==> src/rtl/dac_cmd_sched_if.sv <==
// Scheduler-to-dac_ctrl link: the active value bus plus the four-phase
// request/acknowledge pair.
interface dac_cmd_sched_if #(
  parameter int DATA_W = 14
) ();
  logic [8*DATA_W-1:0] dac_val;
  logic [7:0]          dac_req;
  logic                dac_ack;

  modport master (output dac_val, output dac_req, input dac_ack);
  modport slave  (input dac_val, input dac_req, output dac_ack);
endinterface

==> src/rtl/dac_cmd_sched.sv <==
// Shadow bank plus commit/refresh scheduler that loads dac_val and runs a
// four-phase req/ack handshake with dac_ctrl, merging commits that arrive while busy.
module dac_cmd_sched #(
  parameter int DATA_W      = 14,
  parameter int ACK_TIMEOUT = 1024
) (
  input  logic              clk,
  input  logic              rst,
  input  logic              wr_en_i,
  input  logic [2:0]        wr_ch_i,
  input  logic [DATA_W-1:0] wr_data_i,
  input  logic              commit_i,
  input  logic [7:0]        commit_mask_i,
  input  logic [31:0]       reg_refresh_time_i,
  input  logic              clr_err_i,
  dac_cmd_sched_if.master   dac,
  output logic              busy_o,
  output logic              err_timeout_o,
  output logic [31:0]       upd_cnt_o
);

  localparam int TMO_W = $clog2(ACK_TIMEOUT) + 1;

  typedef enum logic [1:0] {IDLE, LOAD, REQ, REL} state_e;

  state_e              state_q;
  logic [DATA_W-1:0]   shadow_q [8];
  logic [7:0]          pend_q, pend_d;
  logic [7:0]          new_bits;
  logic [31:0]         rcnt_q, rcnt_d;
  logic                refresh_run, refresh_tick;
  logic [TMO_W-1:0]    tmo_q;
  logic                tmo_hit;
  logic [8*DATA_W-1:0] dac_val_q;
  logic [7:0]          dac_req_q;
  logic                err_q;
  logic [31:0]         upd_cnt_q;

  // NOTE: the shadow bank is an array of flops, not a RAM, so it takes the
  // async reset like any other register and a fresh reset commits zeros.
  always_ff @(posedge clk or posedge rst) begin
    if (rst) begin
      for (int k = 0; k < 8; k++) shadow_q[k] <= '0;
    end else if (wr_en_i) begin
      shadow_q[wr_ch_i] <= wr_data_i;
    end
  end

  // NOTE: every output of this block gets a default first so no latch is
  // inferred on any path.
  always_comb begin
    refresh_run  = (state_q == IDLE) && (pend_q == 8'h00) && (reg_refresh_time_i != 32'd0);
    refresh_tick = refresh_run && (rcnt_q == reg_refresh_time_i - 32'd1);
    rcnt_d       = '0;
    if (refresh_run && !commit_i && !refresh_tick) rcnt_d = rcnt_q + 32'd1;
    new_bits = (commit_i ? commit_mask_i : 8'h00) | (refresh_tick ? 8'hFF : 8'h00);
    // LOAD consumes pend, but requests arriving in that very cycle survive.
    pend_d   = (state_q == LOAD) ? new_bits : (pend_q | new_bits);
    tmo_hit  = (tmo_q == TMO_W'(ACK_TIMEOUT - 1));
  end

  // NOTE: sequential state uses non-blocking assignments only, so every
  // register here sees the pre-edge value of every other register.
  always_ff @(posedge clk or posedge rst) begin
    if (rst) begin
      state_q   <= IDLE;
      pend_q    <= '0;
      rcnt_q    <= '0;
      tmo_q     <= '0;
      dac_val_q <= '0;
      dac_req_q <= '0;
      err_q     <= 1'b0;
      upd_cnt_q <= '0;
    end else begin
      pend_q <= pend_d;
      rcnt_q <= rcnt_d;
      // A timeout below overrides this clear when both land in one cycle.
      if (clr_err_i) err_q <= 1'b0;
      case (state_q)
        IDLE: if (pend_q != 8'h00) state_q <= LOAD;
        LOAD: begin
          for (int k = 0; k < 8; k++) begin
            if (pend_q[k]) dac_val_q[k*DATA_W +: DATA_W] <= shadow_q[k];
          end
          dac_req_q <= pend_q;
          tmo_q     <= '0;
          state_q   <= REQ;
        end
        REQ: begin
          if (dac.dac_ack) begin
            dac_req_q <= '0;
            tmo_q     <= '0;
            state_q   <= REL;
          end else if (tmo_hit) begin
            err_q     <= 1'b1;
            dac_req_q <= '0;
            state_q   <= IDLE;
          end else begin
            tmo_q <= tmo_q + TMO_W'(1);
          end
        end
        REL: begin
          if (!dac.dac_ack) begin
            upd_cnt_q <= upd_cnt_q + 32'd1;
            state_q   <= IDLE;
          end else if (tmo_hit) begin
            err_q   <= 1'b1;
            state_q <= IDLE;
          end else begin
            tmo_q <= tmo_q + TMO_W'(1);
          end
        end
        default: state_q <= IDLE;
      endcase
    end
  end

  assign dac.dac_val   = dac_val_q;
  assign dac.dac_req   = dac_req_q;
  assign busy_o        = (state_q != IDLE) || (pend_q != 8'h00);
  assign err_timeout_o = err_q;
  assign upd_cnt_o     = upd_cnt_q;

endmodule

==> src/flat_wrapper.sv <==
// flat-port wrapper written by rule: the top's interface ports become plain ports
module dac_cmd_sched_flat 
#(
  parameter int DATA_W      = 14,
  parameter int ACK_TIMEOUT = 1024
)
  (clk, rst, wr_en_i, wr_ch_i, wr_data_i, commit_i, commit_mask_i, reg_refresh_time_i, clr_err_i, busy_o, err_timeout_o, upd_cnt_o, dac_dac_val, dac_dac_req, dac_dac_ack);
  dac_cmd_sched_if #(.DATA_W(DATA_W)) dac_i ();
  input  logic clk;
  input  logic rst;
  input  logic wr_en_i;
  input  logic [2:0] wr_ch_i;
  input  logic [DATA_W-1:0] wr_data_i;
  input  logic commit_i;
  input  logic [7:0] commit_mask_i;
  input  logic [31:0] reg_refresh_time_i;
  input  logic clr_err_i;
  output logic busy_o;
  output logic err_timeout_o;
  output logic [31:0] upd_cnt_o;
  output wire logic [$bits(dac_i.dac_val)-1:0] dac_dac_val;
  output wire logic [$bits(dac_i.dac_req)-1:0] dac_dac_req;
  input wire logic [$bits(dac_i.dac_ack)-1:0] dac_dac_ack;
  assign dac_dac_val = dac_i.dac_val;
  assign dac_dac_req = dac_i.dac_req;
  assign dac_i.dac_ack = dac_dac_ack;
  dac_cmd_sched #(.DATA_W(DATA_W), .ACK_TIMEOUT(ACK_TIMEOUT)) u_core (.clk(clk), .rst(rst), .wr_en_i(wr_en_i), .wr_ch_i(wr_ch_i), .wr_data_i(wr_data_i), .commit_i(commit_i), .commit_mask_i(commit_mask_i), .reg_refresh_time_i(reg_refresh_time_i), .clr_err_i(clr_err_i), .dac(dac_i), .busy_o(busy_o), .err_timeout_o(err_timeout_o), .upd_cnt_o(upd_cnt_o));
endmodule
==> config.mk <==
export PLATFORM = sky130hd
export DESIGN_NAME = dac_cmd_sched_flat
export DESIGN_NICKNAME = d
export VERILOG_FILES = /design/src/rtl/dac_cmd_sched_if.sv /design/src/rtl/dac_cmd_sched.sv /design/src/flat_wrapper.sv
export SDC_FILE = /design/constraint.sdc
export NUM_CORES = 1
export LEC_CHECK = 0
export CELL_PAD_IN_SITES_DETAIL_PLACEMENT = 2
export CELL_PAD_IN_SITES_GLOBAL_PLACEMENT = 2
export CORE_MARGIN = 2
export CORE_UTILIZATION = 40
export CTS_CLUSTER_SIZE = 14
export DETAILED_ROUTE_END_ITERATION = 8
export PLACE_DENSITY = 0.91
export SLEW_MARGIN = 20
export SYNTH_ARGS = -nofsm -noshare
export SYNTH_HDL_FRONTEND = slang
export SYNTH_SLANG_ARGS = --single-unit
==> constraint.sdc <==
create_clock -name clk -period 24.3 [get_ports clk]
set_input_delay 6.075 -clock clk [delete_from_list [all_inputs] [get_ports clk]]
set_output_delay 6.075 -clock clk [all_outputs]
set_load 0.005 [all_outputs]
==> flow_summary_export.csv, run 1 <==
group,metric,value,unit
run_status,outcome,"finished, final reports clean",
synth,synth_compound_area_share,3.18,%
power_and_ir_drop,powerDensity,113,nW/um2
synth,synthSimpleGateAreaFrac,13.2,%
synth,synth_flop_cell,"dfrtp_1",
worst_setup_path,crit_path_frequent_cell,"or4_4",
placed_design,place.gp.congestion,0.842,
synth,synth-edff-count,0,
timing,timing.fmax,105,MHz
timing,slew_viol_final,0,
synth,synth_seq_area_share,56.4,%
synth,synth_fp_nets,1165,
synth,avgSynthCellArea,12.9,um2
worst_hold_path,whs_path_depth,2,
drt,routed_wirelength,50400,um
synth,async_flop_share,100,%
worst_setup_path,critPathKind,"primary input to flip-flop",
clocking,post_cts_resized,0,
floorplanning,die_h,192,um
drt,ant_nets,0,
synth,synth.largest_area_cell,"dfrtp_1",
timing,hold_violations,0,
timing,slew-limit-headroom,26.2,%
floorplanning,core,34600,um2
worst_setup_path,critical_path.slowest_cell,"and4_2",
clocking,clk_pin_slew_worst_paths,0.06,ns
clocking,cts_root_buf,"clkbuf_16",
drt,num_vias,9957,
worst_setup_path,crit_fanout,40,
timing,fin_crit,9.48,ns
timing,finalSetupTns,0,ns
cells_and_area,area_delta_synth_final,27.3,%
clocking,cts_tree,"yes",
grt,grt_pass1_wl,76100,um
grt,use_met3,7.45,%
worst_setup_path,cp.arrival,9.83,ns
cells_and_area,fin_area,18000,um2
worst_setup_path,critical_path.startpoint_type,"primary input",
floorplanning,ios,217,
grt,antenna_found_initial,4,
timing,worst_slew_pin_slew,1.11,ns
synth,ys_warn_count,0,
drt,wire_per_inst,28.0,um
clocking,cts_made_buffers,36,
synth,ys_ff_latch,318,
clocking,htreeDepth,2,
placed_design,placed_area,16800,um2
synth,ys_types,59,
timing,fin_crit_sh,39.0,%
clocking,post_cts_buffers,0,
grt,grtUsageMet1,32.6,%
synth,synth_top_cell_area_share,56.4,%
timing,rsz0062_at_grt,"false",
drt,dr.pass1.iters,4,
worst_setup_path,path_cells,"clkdlybuf4s50_1, or4_4, or4_4, nor4_4, mux2i_1, o21ai_1, nor4_1, and4_2, nor3_1",
synth,synth_top_family_by_area,"multiplexers",
worst_setup_path,cp.required,24.65,ns
floorplanning,fp.dieW,192,um
worst_setup_path,path_depth,9,
timing,finClkSkew,0.0277,ns
power_and_ir_drop,ir_drop,0.0848,mV
worst_setup_path,worst-path-buf-inv,1,
grt,busiest_layer,"met2",
worst_setup_path,critPathTopFamily,"simple AND/OR/NAND/NOR gates",
synth,synth_fa_ha_area_share,0.886,%
placed_design,dp_hpwl,31300,um
clocking,cts_buffer_depth,3,
power_and_ir_drop,p_leak,7.45,nW
drt,drt_iter0_markers,331,
grt,track_usage,27.9,%
synth,synthXorXnorAreaFrac,6.45,%
worst_setup_path,ff2ff_path_depth,6,
synth,muxShareOfSynthArea,18.2,%
grt,use_met2,49.1,%
clocking,worst_skew_pair.late_latency,0.54,ns
placed_design,port_buffers,216,
drt,vias_per_cell,5.53,
cells_and_area,final_nets,1387,
floorplanning,rows,68,
cells_and_area,nFillCells,3241,
grt,grt_pass1_vias,11549,
cells_and_area,drive_above_1_share,25.0,%
worst_setup_path,end_kind,"flip-flop",
clocking,cts-hold-fix-buffers,0,
synth,synthCells,1092,
grt,overflow,0,
drt,drc,0,
synth,syn_area,14100,um2
synth,synth_area_leaders,"dfrtp_1 (56%), mux2_2 (18%), xnor2_1 (4.3%)",
worst_setup_path,cpPeakStageDelay,0.96,ns
floorplanning,initial_core_util,40.8,%
clocking,clock-sinks,318,
timing,setup_viol,0,
floorplanning,die_area,36800,um2
run,maxCapViolations,0,
grt,grt_max_degree,183,
worst_hold_path,hp-class,"flip-flop to flip-flop",
## per-layer routing
metal | up-vias | wire length (um)
met2 | 261 | 25700
met3 | 100 | 3290
li1 | 4328 | -
met4 | 0 | 1850
met5 | - | 0
met1 | 5268 | 19600
## kinds of logic after synthesis
kind of cell,Yosys count
xor gates and xnor gates,104
and+or+nand+nor,313
muxes,229
DFF,318
buffers and inverters,55
adders and majority gates,10
AOI/OAI and AO/OA,63
## per-stage QoR
| stage | hold WS, ns | util [%] | instances | setup slack, ns | power, mW |
|---|---|---|---|---|---|
| 6_report | 0.478 | 51.9 | 1800 | 14.82 | 2.04 |
| 5_1_grt | 0.514 | 51.9 | 1800 | 14.56 | 2.12 |
| 4_1_cts | 0.489 | 51.9 | 1796 | 14.81 | 2.05 |
| 3_5_place_dp | 0.465 | 48.4 | 1731 | 14.27 | 1.43 |
| 3_3_place_gp | 0.456 | 48.4 | 1731 | 14.44 | 1.36 |
| 2_1_floorplan | 0.463 | - | 1092 | 9.43 | 1.05 |
## worst paths after layout
path                                        start                endpoint  slack, ns
max in group asynchronous                     rst  u_core.dac.dac_val[13]      16.52
max reg2reg                      u_core.pend_q[3]       u_core.rcnt_q[24]      20.80
min reg2reg                 u_core.dac.dac_req[4]   u_core.dac.dac_req[4]       0.48
max                        reg_refresh_time_i[16]       u_core.rcnt_q[24]      14.82
min in group asynchronous                     rst  u_core.dac.dac_val[96]       6.16
min                         u_core.dac.dac_req[4]   u_core.dac.dac_req[4]       0.48
## final cells by class
| cell class | instances | area (um2) | area share, % |
|---|---|---|---|
| multi-input cells | 719 | 5940 | 33.0 |
| flip-flops and latches | 318 | 7960 | 44.3 |
| clock inverters | 16 | 163 | 0.905 |
| inverters | 16 | 67.6 | 0.376 |
| well taps | 455 | 569 | 3.17 |
| repair buffers | 223 | 2230 | 12.4 |
| clock buffers | 49 | 1040 | 5.79 |
| diodes | 4 | 10.0 | 0.0557 |
## worst reg2reg max path, delay by kind of cell (launching register included)
family           cells  cell delay (ns)
AO/OA/AOI/OAI        1             0.69
AND/OR/NAND/NOR      5             2.21
flip-flops           1             0.43
## Yosys cell counts, types with 5 or more instances
cell,number
nand3_1,32
buf_6,5
nor2b_1,7
nor3_1,30
o21ai_0,12
clkbuf_1,24
nor4_2,21
nor4_1,11
nand2_1,69
inv_1,16
nand3b_1,8
nand2b_1,5
xor2_1,35
nor2_1,51
a21oi_1,9
dfrtp_1,318
mux2_2,225
and3_1,20
buf_1,9
ha_1,10
a22o_1,6
nand4_1,16
xnor2_1,69
a221o_1,9
nand4b_1,5
## cells in the final DEF (no fill, tap or decap), types with 11 or more instances in the layout
cell type,n
nand3_1,32
inv_1,15
nor4_1,11
xor2_1,35
nor3_1,28
clkdlybuf4s50_1,216
nand2_1,69
mux2_2,225
nor4_2,21
clkinv_2,11
and3_1,20
dfrtp_1,318
o21ai_0,12
nand4_1,16
nor2_1,51
xnor2_1,69
clkbuf_16,37
## power by group
group	switching, mW	total [mW]	leakage, nW	internal [mW]
clock network	0.238	0.572	0.607	0.333
logic	0.292	0.653	2.89	0.361
registers	0.127	0.815	3.96	0.688
## registers in the layout, summed over array words and instances (netlist names)
signal,count
u_core.dac.dac_req,8
u_core.dac.dac_val,112
u_core.err_timeout_o,1
u_core.pend_q,8
u_core.rcnt_q,32
u_core.shadow_q,112
u_core.state_q,2
u_core.tmo_q,11
u_core.upd_cnt_o,32
Power figures use the tool's default switching activity.
==> run 2, diff against run 1 <==
--- a/config.mk
+++ b/config.mk
@@ -8,10 +8,10 @@
 export CELL_PAD_IN_SITES_DETAIL_PLACEMENT = 2
 export CELL_PAD_IN_SITES_GLOBAL_PLACEMENT = 2
 export CORE_MARGIN = 2
-export CORE_UTILIZATION = 40
+export CORE_UTILIZATION = 37
 export CTS_CLUSTER_SIZE = 14
 export DETAILED_ROUTE_END_ITERATION = 8
-export PLACE_DENSITY = 0.91
+export PLACE_DENSITY = 0.85
 export SLEW_MARGIN = 20
 export SYNTH_ARGS = -nofsm -noshare
 export SYNTH_HDL_FRONTEND = slang
==> constraint.sdc (replaced) <==
create_clock -name clk -period 8.8 [get_ports clk]
set_input_delay 2.2 -clock clk [delete_from_list [all_inputs] [get_ports clk]]
set_output_delay 2.2 -clock clk [all_outputs]
set_load 0.005 [all_outputs]
==> run 2 against run 1 <==
Against the previous run:
- final area is 0.26% lower
- global-route usage fell by 4.1 points
- via count down 1.4%
- clock-buffer cell count decreased by 4
- die area up 7.9%
- combinational power grew to 2.7 times the previous value
- hold slack worse by 0.0021 ns
- first-iteration DRC count rose by 17%
- non-clock buffer count rose by 4
==> flow_summary_export.csv, run 2 (synthesized netlist as in run 1, its figures left out) <==
group,metric,value,unit
grt,overflow,0,
timing,worst_slew_pin_slew,1.03,ns
grt,grt_max_degree,157,
clocking,cts-hold-fix-buffers,0,
cells_and_area,n_antenna_cell,0,
drt,ant_nets,0,
cells_and_area,final_common_cell,"dfrtp_1",
placed_design,placed_area,16800,um2
power_and_ir_drop,total_power,5.36,mW
floorplanning,die_area,39700,um2
drt,vias_per_cell,5.32,
placed_design,place.gp.congestion,0.827,
clocking,cts_buffer_depth,3,
grt,grt_pass1_vias,11315,
timing,setup_viol,0,
floorplanning,die_h,199,um
timing,hold_violations,0,
worst_hold_path,hold_end,"u_core.dac.dac_req[5]",
drt,wire_per_inst,25.1,um
cells_and_area,final_cell_mix,"dfrtp_1 (318), mux2_2 (225), clkdlybuf4s50_1 (216), nand2_1 (69), xnor2_1 (69)",
worst_setup_path,crit_fanout,40,
worst_setup_path,ff2ff_path_depth,6,
worst_setup_path,cp.required,9.14,ns
power_and_ir_drop,ir_drop,0.215,mV
drt,num_vias,9817,
worst_setup_path,critical_path.startpoint_type,"primary input",
power_and_ir_drop,p_leak,7.38,nW
drt,met1Wirelength,18300,um
drt,routed_wirelength,46300,um
placed_design,numPlacedInstances,1789,
grt,antenna_found_initial,0,
placed_design,port_buffers,216,
placed_design,dp_hpwl,31400,um
drt,drt_iter0_markers,387,
clocking,htreeDepth,2,
worst_setup_path,cp.arrival,5.88,ns
floorplanning,initial_core_util,37.5,%
timing,timing.hold.ws,0.476,ns
timing,finalSetupTns,0,ns
worst_setup_path,timing.rr.end,"u_core.rcnt_q[31]",
clocking,clk_pin_slew_worst_paths,0.06,ns
drt,met3_length,2830,um
cells_and_area,multiInputGateArea,5940,um2
worst_setup_path,critPathKind,"primary input to flip-flop",
clocking,post_cts_resized,0,
drt,drc,0,
timing,finClkSkew,0.0250,ns
timing,slew-limit-headroom,31.2,%
timing,timing.fmax,181,MHz
clocking,cts_made_buffers,36,
floorplanning,ios,217,
timing,slew_viol_final,0,
clocking,worst_skew_pair.late_latency,0.54,ns
power_and_ir_drop,powerDensity,299,nW/um2
run,maxCapViolations,0,
cells_and_area,drive_above_1_share,24.6,%
worst_hold_path,whs_path_depth,2,
timing,fin_crit_sh,62.9,%
worst_setup_path,end_kind,"flip-flop",
floorplanning,rows,71,
drt,dr_wl_met2,23800,um
timing,rsz0062_at_grt,"false",
worst_setup_path,reg2reg_setup_slack,5.37,ns
timing,fin_crit,5.54,ns
worst_setup_path,reg2reg_from,"u_core.pend_q[3]",
clocking,cts_tree,"yes",
clocking,post_cts_buffers,0,
drt,highest_layer,"met4",
cells_and_area,area_delta_synth_final,27.0,%
grt,track_usage,23.8,%
run_status,outcome,"finished, final reports clean",
worst_hold_path,hp-class,"flip-flop to flip-flop",
floorplanning,fp.dieW,199,um
clocking,clock-sinks,318,
cells_and_area,final_nets,1391,
drt,dr.pass1.iters,4,
cells_and_area,ff_latch_area,7960,um2
floorplanning,core,37700,um2
cells_and_area,nFillCells,3655,
grt,grt_pass1_wl,71100,um
clocking,cts_root_buf,"clkbuf_16",
cells_and_area,stdcell_count,1845,
worst_hold_path,hp-start,"u_core.dac.dac_req[5]",
cells_and_area,fin_area,17900,um2
## run 2: cell count changes in the layout (fill, tap and decap cells not counted), sizes merged
cell	before	now
bufinv	3	0
clkinvlp	0	1
buf	7	11
clkinv	11	7
inv	18	17
clkbuf	49	45
diode	4	0
## run 2: per-layer routing
| metal | vias up | global-route usage [%] |
|---|---|---|
| li1 | 4329 | - |
| met1 | 5166 | 27.9 |
| met2 | 239 | 42.9 |
| met3 | 83 | 6.21 |
| met4 | 0 | 6.67 |
| met5 | - | 0 |
## run 2: where the power goes
part           switching, mW  internal (mW)  leakage, nW  total [mW]
logic                  0.752          0.996         2.91        1.75
registers              0.320           1.90         3.96        2.22
clock network          0.614          0.776        0.517        1.39
total                   1.69           3.67         7.38        5.36
## run 2: worst max path at each step
stage                      startpoint                    end  slack [ns]  depth (start not counted)
2_1_floorplan                     rst  u_core.dac.dac_req[0]        2.36                          1
3_3_place_gp   reg_refresh_time_i[17]      u_core.rcnt_q[24]        2.82                          9
3_5_place_dp   reg_refresh_time_i[17]      u_core.rcnt_q[24]        2.72                          9
4_1_cts        reg_refresh_time_i[17]      u_core.rcnt_q[24]        3.26                          9
5_1_grt         reg_refresh_time_i[0]      u_core.rcnt_q[22]        3.00                         11
6_report       reg_refresh_time_i[17]      u_core.rcnt_q[31]        3.26                          9
## run 2: area by class of cell
type                       instances  share of cell area (%)
inverter                          16                   0.356
clock inverter                     9                   0.440
sequential                       318                    44.4
tap                              511                    3.57
multi-input combinational        719                    33.1
timing repair buffer             227                    12.7
clock buffer                      45                    5.38
## run 2: critical path, cell delays in order
cell             delay (ns)
clkdlybuf4s50_1        0.53
or4_4                  0.65
or4_4                  0.55
nor4_4                 0.24
mux2i_1                0.25
o21ai_1                0.09
nor4_1                 0.24
and4_2                 0.95
nor3_1                 0.16
## run 2: through the flow
stage / worst slack (ns) / util (%)
after floorplan: 2.36 / -
after CTS: 3.26 / 47.5
after global placement: 2.82 / 44.7
after global routing: 3.00 / 47.6
final: 3.26 / 47.6
after detailed placement: 2.72 / 44.7
==> run 3, diff against run 2 <==
==> constraint.sdc (replaced) <==
create_clock -name clk -period 5.15 [get_ports clk]
set_input_delay 1.2875 -clock clk [delete_from_list [all_inputs] [get_ports clk]]
set_output_delay 1.2875 -clock clk [all_outputs]
set_load 0.005 [all_outputs]
==> run 3 against run 2 <==
Against the previous run:
- setup slack lost 2.2 ns
- final area grew 0.71%
- final cell count grew 0.70%
- routed wire length grew 3.7%
- sequential power grew 72%
- first-iteration DRC count shrank 1.8%
- clock skew shrank 0.0060 ns
- die area is the same
- critical path type unchanged
- global-route usage grew 1.1 points
- sequential share of layout area shrank 0.31 points
- non-clock buffer count grew 1
- clock power grew 85%
==> flow_summary_export.csv, run 3 (synthesized netlist as in run 1, its figures left out) <==
group,metric,value,unit
worst_setup_path,critical_path.startpoint_type,"primary input",
clocking,worst_skew_pair.late_latency,0.53,ns
timing,hold_violations,0,
timing,finClkSkew,0.0190,ns
worst_setup_path,reg2reg_setup_slack,2.20,ns
timing,slew_viol_final,0,
grt,antenna_found_initial,1,
worst_setup_path,critPathKind,"primary input to flip-flop",
clocking,htreeDepth,2,
drt,num_vias,9865,
clocking,cts_made_buffers,36,
worst_setup_path,cp.arrival,4.50,ns
drt,routed_wirelength,48000,um
cells_and_area,drive_above_1_share,24.9,%
grt,grt_pass1_wl,73700,um
grt,grt_max_degree,95,
worst_hold_path,whs_path_depth,2,
cells_and_area,n_antenna_cell,0,
power_and_ir_drop,powerDensity,521,nW/um2
grt,grt_pass1_vias,11341,
clocking,clk_pin_slew_worst_paths,0.06,ns
worst_hold_path,hp-class,"flip-flop to flip-flop",
timing,timing.fmax,242,MHz
worst_setup_path,crit_fanout,40,
floorplanning,rows,71,
clocking,post_cts_resized,0,
drt,vias_per_cell,5.31,
clocking,cts-hold-fix-buffers,0,
drt,dr.pass1.iters,4,
grt,overflow,0,
clocking,post_cts_buffers,0,
floorplanning,die_h,199,um
drt,drc,0,
drt,drt_iter0_markers,380,
timing,setup_ws,1.02,ns
floorplanning,core,37700,um2
cells_and_area,final_cell_mix,"dfrtp_1 (318), mux2_2 (225), clkdlybuf4s50_1 (216), nand2_1 (69), xnor2_1 (69)",
placed_design,port_buffers,216,
drt,ant_nets,0,
grt,track_usage,24.9,%
cells_and_area,final_common_cell,"dfrtp_1",
floorplanning,initial_core_util,37.5,%
clocking,cts_tree,"yes",
worst_setup_path,reg2reg_from,"u_core.state_q[1]",
worst_hold_path,hp-start,"u_core.dac.dac_req[4]",
worst_hold_path,hold_end,"u_core.dac.dac_req[4]",
run,maxCapViolations,0,
worst_setup_path,ff2ff_path_depth,9,
cells_and_area,area_delta_synth_final,27.9,%
cells_and_area,stdcell_count,1858,
run_status,outcome,"finished, final reports clean",
floorplanning,fp.dieW,199,um
timing,rsz0062_at_grt,"false",
timing,fin_crit,4.13,ns
timing,fin_crit_sh,80.1,%
clocking,cts_buffer_depth,3,
power_and_ir_drop,p_leak,7.44,nW
timing,worst_slew_pin_slew,1.08,ns
floorplanning,die_area,39700,um2
placed_design,place.gp.congestion,0.834,
floorplanning,ios,217,
placed_design,numPlacedInstances,1792,
placed_design,pre_cts_ws,0.471,ns
drt,wire_per_inst,25.8,um
clocking,clock-sinks,318,
timing,setup_viol,0,
power_and_ir_drop,ir_drop,0.427,mV
worst_setup_path,end_kind,"flip-flop",
timing,slew-limit-headroom,27.5,%
placed_design,dp_hpwl,31700,um
worst_setup_path,cp.required,5.52,ns
cells_and_area,final_nets,1392,
worst_setup_path,timing.rr.end,"u_core.upd_cnt_o[30]",
clocking,cts_root_buf,"clkbuf_16",
==> run 3: worst max-delay path, stage by stage <==
cell and delay, ns:
clkdlybuf4s50_1 0.52, or4_4 0.63, or4_4 0.55, nor4_4 0.25, mux2i_1 0.24, o21ai_1 0.11, nor4_1 0.27, and4_2 0.29
buf_12 0.23, nor3_1 0.10
==> run 3: area by class of cell <==
cell class	instances	area (um2)
Clock inverter	15	145
Clock buffer	51	1010
Fill cell	3676	19600
Timing Repair Buffer	228	2300
Multi-Input combinational cell	719	5940
Sequential cell	318	7960
Inverter	16	63.8
Tap cell	511	639
==> run 3: metrics by stage <==
step           power, mW  setup TNS, ns  utilization [%]  instance area [um2]  hold WS [ns]
6_report            9.41              0             47.9                18100         0.485
4_1_cts             9.52              0             47.9                18100         0.486
5_1_grt             9.87              0             47.9                18100         0.511
2_1_floorplan       4.95        -119.67                -                14100         0.463
3_3_place_gp        6.47              0             44.9                16900         0.457
3_5_place_dp        6.73              0             44.9                16900         0.474
==> run 3: where the power goes <==
group / switching, mW / internal, mW
clock network: 1.09 / 1.48
logic: 1.33 / 1.71
registers: 0.566 / 3.25
total: 2.98 / 6.43
==> run 3: metal layers <==
| metal | part of all wire (%) | global-route usage (%) | vias up |
|---|---|---|---|
| li1 | - | - | 4348 |
| met5 | 0.027 | 0 | - |
| met4 | 2.3 | 6.39 | 2 |
| met2 | 52 | 44.4 | 256 |
| met3 | 6.5 | 6.65 | 73 |
| met1 | 40 | 29.6 | 5186 |
==> run 3: worst max path at each step <==
stage                      startpoint                    end  slack (ns)  cells past startpoint
2_1_floorplan                     rst  u_core.dac.dac_req[0]       -0.38                      1
3_3_place_gp   reg_refresh_time_i[17]      u_core.rcnt_q[22]        0.55                     10
3_5_place_dp   reg_refresh_time_i[17]      u_core.rcnt_q[21]        0.47                     10
4_1_cts        reg_refresh_time_i[17]      u_core.rcnt_q[21]        1.01                     10
5_1_grt        reg_refresh_time_i[21]      u_core.rcnt_q[28]        0.86                     10
6_report       reg_refresh_time_i[17]      u_core.rcnt_q[21]        1.02                     10
